**src/rtl/alu_8bit.sv**
```systemverilog
// alu_8bit -- registered 8-bit arithmetic/logic unit for the Never8 datapath.
//
// Operand A is 5 bits, unsigned, and zero-extended to 8 bits. Operand B is
// 8 bits, unsigned. A 3-bit opcode selects the operation. The result and
// its flags are captured in output registers, so they appear one cycle
// after the operands are applied. There is no enable and no handshake: a
// new operation is accepted on every clock edge.
//
// Ports:
//   clk      in   1  system clock, rising edge
//   rst_n    in   1  asynchronous active-low reset
//   opcode   in   3  000 ADD, 001 SUB, 010 AND, 011 OR,
//                    100 XOR, 101 NOT, 110 SHL, 111 SHR
//   a        in   5  operand A (unsigned)
//   b        in   8  operand B (unsigned)
//   zflag    out  1  registered zero flag (8-bit result == 0)
//   c        out  1  registered carry / borrow / shift-out flag
//   data_out out  8  registered result
module alu_8bit (
  input  logic       clk,
  input  logic       rst_n,
  input  logic [2:0] opcode,
  input  logic [4:0] a,
  input  logic [7:0] b,
  output logic       zflag,
  output logic       c,
  output logic [7:0] data_out
);

  localparam logic [2:0] OP_ADD = 3'b000;
  localparam logic [2:0] OP_SUB = 3'b001;
  localparam logic [2:0] OP_AND = 3'b010;
  localparam logic [2:0] OP_OR  = 3'b011;
  localparam logic [2:0] OP_XOR = 3'b100;
  localparam logic [2:0] OP_NOT = 3'b101;
  localparam logic [2:0] OP_SHL = 3'b110;
  localparam logic [2:0] OP_SHR = 3'b111;

  logic [7:0] a8;
  logic [2:0] shamt;
  logic [8:0] add_w;
  logic [8:0] sub_w;
  logic [8:0] shl_w;
  logic [8:0] shr_w;
  logic [7:0] res_d;
  logic       cy_d;
  logic       z_d;

  logic [7:0] data_q;
  logic       c_q;
  logic       z_q;

  assign a8    = {3'b000, a};
  // Only the low three bits of A form the shift amount.
  assign shamt = a[2:0];

  // 9-bit add: bit 8 is the carry out of bit 7.
  assign add_w = {1'b0, a8} + {1'b0, b};
  // 9-bit subtract: bit 8 is set exactly when A8 < b (borrow).
  assign sub_w = {1'b0, a8} - {1'b0, b};

  // Left shift with a guard bit above the MSB: after shifting by s the guard
  // holds b[8-s], i.e. the last bit shifted out. For s == 0 it stays 0.
  assign shl_w = {1'b0, b} << shamt;
  // Right shift with a guard bit below the LSB: bits [8:1] are b >> s and
  // bit 0 holds b[s-1], the last bit shifted out. For s == 0 it stays 0.
  assign shr_w = {b, 1'b0} >> shamt;

  always_comb begin
    res_d = 8'h00;
    cy_d  = 1'b0;
    case (opcode)
      OP_ADD: begin
        res_d = add_w[7:0];
        cy_d  = add_w[8];
      end
      OP_SUB: begin
        res_d = sub_w[7:0];
        cy_d  = sub_w[8];
      end
      OP_AND: res_d = a8 & b;
      OP_OR:  res_d = a8 | b;
      OP_XOR: res_d = a8 ^ b;
      OP_NOT: res_d = ~b;
      OP_SHL: begin
        res_d = shl_w[7:0];
        cy_d  = shl_w[8];
      end
      OP_SHR: begin
        res_d = shr_w[8:1];
        cy_d  = shr_w[0];
      end
    endcase
  end

  // The zero flag looks only at the 8-bit result; the carry does not affect it.
  assign z_d = (res_d == 8'h00);

  always_ff @(posedge clk or negedge rst_n) begin
    if (!rst_n) begin
      data_q <= 8'h00;
      c_q    <= 1'b0;
      z_q    <= 1'b0;
    end else begin
      data_q <= res_d;
      c_q    <= cy_d;
      z_q    <= z_d;
    end
  end

  assign data_out = data_q;
  assign c        = c_q;
  assign zflag    = z_q;

endmodule

```
**config.mk**
```make
export PLATFORM = sky130hd
export DESIGN_NAME = alu_8bit
export DESIGN_NICKNAME = d
export VERILOG_FILES = /design/src/rtl/alu_8bit.sv
export SDC_FILE = /design/constraint.sdc
export NUM_CORES = 1
export LEC_CHECK = 0
export BUFFER_PORTS_ARGS = -buffer_cell sky130_fd_sc_hd__buf_4
export CAP_MARGIN = 20
export CORE_MARGIN = 3
export CORE_UTILIZATION = 52
export CTS_BUF_LIST = sky130_fd_sc_hd__clkbuf_2
export DETAILED_ROUTE_END_ITERATION = 6
export PLACE_DENSITY = 0.74
export SETUP_SLACK_MARGIN = 0.1
export SLEW_MARGIN = 20
export SYNTH_ARGS = -nofsm -noshare
export SYNTH_HDL_FRONTEND = slang
export SYNTH_SLANG_ARGS = --single-unit
```
**constraint.sdc**
```tcl
create_clock -name clk -period 1.1 [get_ports clk]
set_input_delay 0.11 -clock clk [delete_from_list [all_inputs] [get_ports clk]]
set_output_delay 0.11 -clock clk [all_outputs]
set_load 0.01 [all_outputs]
```
==> flow_summary.toml, run 1 <==
[run_status]
outcome = "aborted with a tool error"
failing_step = "global routing (5_1_grt)"
error_line = "[ERROR DPL-0038] Utilization greater than 100%, impossible to legalize"

[synthesis]
syn_inst = 225
synth_edf_count = 0
ys_seq_area_share_pct = 14.2
syn_area_um2 = 1760
synth.distinct_cells = 52
synth_warnings = 0
ys.flop_type = "dfrtp_1"
synth-async-reset-ratio_pct = 100
synth_nets = 261
ys_seq_elements = 10
synth.avg_cell_area_um2 = 7.82

[cts]
numCtsBuffers = 3
cts_root_buf = "clkbuf_2"
clk_path_buf_depth = 2
cts_sinks = 10
htreeDepth = 1

[die]
io_pins = 28
die_w_um = 64.2
initial_utilization_pct = 55.8
std_cell_rows = 20
die_y_um = 64.2

[place]
hpwl_um = 5220
port_buffers = 27
routabilityCongestion = 0.973
dpl-instance-area_um2 = 2620

[global_route]
grt_max_degree = 16

[sta]
grt-worst-endpoint = "zflag$_DFF_PN0_/D"
worstEpCategory = "sequential cell input"
## logic make-up after synthesis
kind of cell | Yosys count | synth area share (%)
AOI/OAI and AO/OA | 69 | 27.3
xor gates and xnor gates | 8 | 3.98
adders and majority gates | 18 | 13.6
buffers and inverters | 34 | 8.32
DFF | 10 | 14.2
muxes | 15 | 12.9
and+or+nand+nor | 71 | 19.6
## what timing repair did
action | CTS
endpoints found under the hold margin | 10
hold buffers | 1
pin swaps | 20
gates resized for setup | 63
setup buffers | 16
setup endpoints to repair | 10
## through the flow
step	worst slack (ns)	TNS [ns]	instances
2_1_floorplan	-1.00	-4.69	225
3_3_place_gp	-1.12	-7.40	354
3_5_place_dp	-1.20	-7.91	354
4_1_cts	-0.858	-4.74	373
## cell usage after synthesis (2+ instances only)
library cell / n / area, um2
a32oi_1: 2 / 17.5
a21o_1: 2 / 15.0
xnor2_1: 4 / 35.0
o221ai_1: 2 / 17.5
dfrtp_1: 10 / 250
a211oi_1: 3 / 22.5
mux4_1: 2 / 52.6
nand3_1: 11 / 55.1
nor3_1: 3 / 15.0
or3_1: 3 / 18.8
ha_1: 16 / 200
clkbuf_1: 7 / 26.3
xor2_1: 4 / 35.0
and3_1: 3 / 18.8
a21oi_1: 12 / 60.1
buf_2: 6 / 30.0
o22ai_1: 5 / 31.3
nor2b_1: 6 / 37.5
inv_1: 17 / 63.8
a221oi_1: 2 / 17.5
nand2_1: 21 / 78.8
a22oi_1: 6 / 45.0
mux2i_1: 7 / 70.1
nor2_1: 16 / 60.1
a221o_1: 2 / 20.0
o31ai_1: 2 / 15.0
nand2b_1: 4 / 25.0
fa_1: 2 / 40.0
mux4_2: 3 / 67.6
a211o_1: 3 / 26.3
mux2_2: 2 / 22.5
o211ai_1: 3 / 22.5
o21ai_0: 15 / 75.1
==> run 2: changes to the inputs <==
--- a/config.mk
+++ b/config.mk
@@ -8,11 +8,9 @@
 export BUFFER_PORTS_ARGS = -buffer_cell sky130_fd_sc_hd__buf_4
 export CAP_MARGIN = 20
 export CORE_MARGIN = 3
-export CORE_UTILIZATION = 52
-export CTS_BUF_LIST = sky130_fd_sc_hd__clkbuf_2
+export CORE_UTILIZATION = 37
 export DETAILED_ROUTE_END_ITERATION = 6
-export PLACE_DENSITY = 0.74
-export SETUP_SLACK_MARGIN = 0.1
+export PLACE_DENSITY_LB_ADDON = 0.15
 export SLEW_MARGIN = 20
 export SYNTH_ARGS = -nofsm -noshare
 export SYNTH_HDL_FRONTEND = slang
==> run 2 against run 1 <==
  * The flow now finishes, with violations (setup timing)
  * Synthesized cell count unchanged
  * Area after synthesis unchanged
==> flow_summary.toml, run 2 <==
[place]
dp.cells = 367
hpwl_um = 5060
port_buffers = 27
routabilityCongestion = 0.961

[sta]
slew_headroom_pct = 72.2
setup_violations = 10
holdWs_ns = 0.240
max_freq_ghz = 0.511
fin_crit_sh_pct = 178
finalMaxSlewViolations = 0
setup_ws_ns = -0.856
timing.final.hold_violations = 0
rsz0062_at_grt = "true"
worst_pin_slew_ns = 0.412
layout_min_cycle_time_ns = 1.96

[die]
io_pins = 28
initial_utilization_pct = 39.3
die_w_um = 75.0
std_cell_rows = 24
design.core.area_um2 = 4470
dieArea_um2 = 5620
die_y_um = 75.0

[cts]
cts_tree = "yes"
cts_root_buf = "clkbuf_8"
htreeDepth = 1
clk_path_buf_depth = 2
numCtsBuffers = 3
cts_sinks = 10
clk_pin_slew_worst_paths_ns = 0.04

[setup_path]
max_stage_delay_ns = 0.56
critPathTopFamily = "simple AND/OR/NAND/NOR gates"
cp.arrival_ns = 2.09
worstPathRequired_ns = 1.24
worstSetupPathType = "primary input to flip-flop"
cp-end-kind = "flip-flop"
cp.buffers_inverters = 2
worstPathCellList = "buf_12 > inv_8 > ha_4 > fa_2 > xor2_1 > nand3_1 > a21oi_1 > o32a_1 > or4_4 > nor4_4"
cp_max_fo = 4
cp-start-kind = "primary input"
crit_cells = 10
crit_slowest_cell = "or4_4"

[power_and_ir_drop]
vdd_drop_max_v = 0.000429
p_per_area_nw_per_um2 = 695
p_leak_nw = 1.37

[synthesis]
yosys.area_share.simple_pct = 19.6
syn_inst = 225
ys.flop_type = "dfrtp_1"
ys_seq_area_share_pct = 14.2
synth_nets = 261
synth.avg_cell_area_um2 = 7.82
synth.distinct_cells = 52
synth-xor-area-share_pct = 3.98
synth_top_area_share_pct = 14.2
synth_top_family_by_area = "compound AO/OA/AOI/OAI gates"
yosys-top-cells-area = "dfrtp_1 14%, ha_1 11%, nand2_1 4.5%"
synth_compound_area_share_pct = 27.3
syn_area_um2 = 1760
synth.most_common_cell = "nand2_1"
synth_area_leader_cell = "dfrtp_1"
ys_seq_elements = 10
synthMuxAreaShare_pct = 12.9
synthAdderAreaFrac_pct = 13.6
synth-async-reset-ratio_pct = 100
synth_warnings = 0
synth_edf_count = 0
synthTopCellsByCount = "21 x nand2_1, 17 x inv_1, 16 x ha_1, 16 x nor2_1, 15 x o21ai_0"

[routing]
drt_first_pass_iters = 4
routedWlPerCell_um = 16.6
drc_errors = 0
vias = 2120
drt_iter0_markers = 183
routed_wl_um = 6300
drt-vias-per-instance = 5.59
ant_nets = 0

[run_status]
violations = "setup timing"
outcome = "finished with violations"

[global_route]
grt-ovfl-total = 0
grt_max_degree = 18
grt_pass1_wl_um = 10300
track_usage_pct = 23.8
antenna_found_initial = 0
first_global_vias = 2066

[finish]
final_common_cell = "buf_4"
multi_input_area_um2 = 1580
area_growth_pct = 69.2
nets = 365
regArea_um2 = 250
most-common-layout-cells = "102 x buf_4, 21 x nand2_1, 16 x nor2_1"
final_cells = 379
drive_gt1_share_pct = 50.8
num_antenna_cells = 0
largest_register_ffs = 8
num-fill-cells = 372

[hold_path]
hp-class = "primary input to asynchronous set/reset pin"

[flow_run]
cap_violations = 0
run 2: cell type report:
class                   count  share of cell area [%]
multi-input cells         181                    53.2
flip-flops and latches     10                    8.40
repair buffers            115                    31.8
clock buffers               3                    1.39
well taps                  52                    2.18
inverters                  18                    3.11
run 2: metal layers:
metal / vias up / GRT usage, % / wire, um
met5: - / 0 / 0
met4: 0 / 10.5 / 147
met3: 16 / 1.47 / 343
met2: 85 / 38.6 / 3150
met1: 985 / 32.6 / 2660
li1: 1034 / - / -
run 2: per-stage QoR:
step                total power [W]  setup WS (ns)  cell area, um2  util [%]  setup TNS (ns)
floorplan                   0.00103          -1.00            1920         -           -4.69
global placement            0.00156          -1.13            2680      59.9           -7.68
detailed placement          0.00156          -1.18            2680      59.9           -7.90
CTS                         0.00202         -0.843            2890      64.7           -4.34
global route                0.00222         -0.944            2980      66.6           -5.09
finish                      0.00207         -0.856            2980      66.6           -4.51
run 2: repair_timing:
item                                    in CTS  in global routing
endpoints found under the hold margin       10                  0
buffers inserted                             6                  2
pin swaps                                   13                  7
hold buffers                                 1                  0
endpoints found under the setup margin      10                 10
gates resized for setup                     34                 17
run 2: worst max path at each step:
stage | start | end | slack, ns
2_1_floorplan | a[1] | zflag$_DFF_PN0_ | -1.00
3_3_place_gp | a[0] | zflag$_DFF_PN0_ | -1.13
3_5_place_dp | a[0] | zflag$_DFF_PN0_ | -1.18
4_1_cts | a[0] | zflag$_DFF_PN0_ | -0.84
5_1_grt | a[0] | zflag$_DFF_PN0_ | -0.94
6_report | a[0] | zflag$_DFF_PN0_ | -0.86
run 2: cell families after synthesis:
group	after synthesis
muxes	15
DFF	10
buffers and inverters	34
and+or+nand+nor	71
xor gates and xnor gates	8
adders and majority gates	18
AOI/OAI and AO/OA	69
run 2: report_power, final:
part / internal (W) / switching, W / total [W]
combinational: 0.000677 / 0.000616 / 0.00129
clock: 0.000237 / 0.000114 / 0.000351
sequential: 0.000415 / 0.0000112 / 0.000426
total: 0.00133 / 0.000742 / 0.00207
No activity file was read; power rests on OpenSTA's default activity.
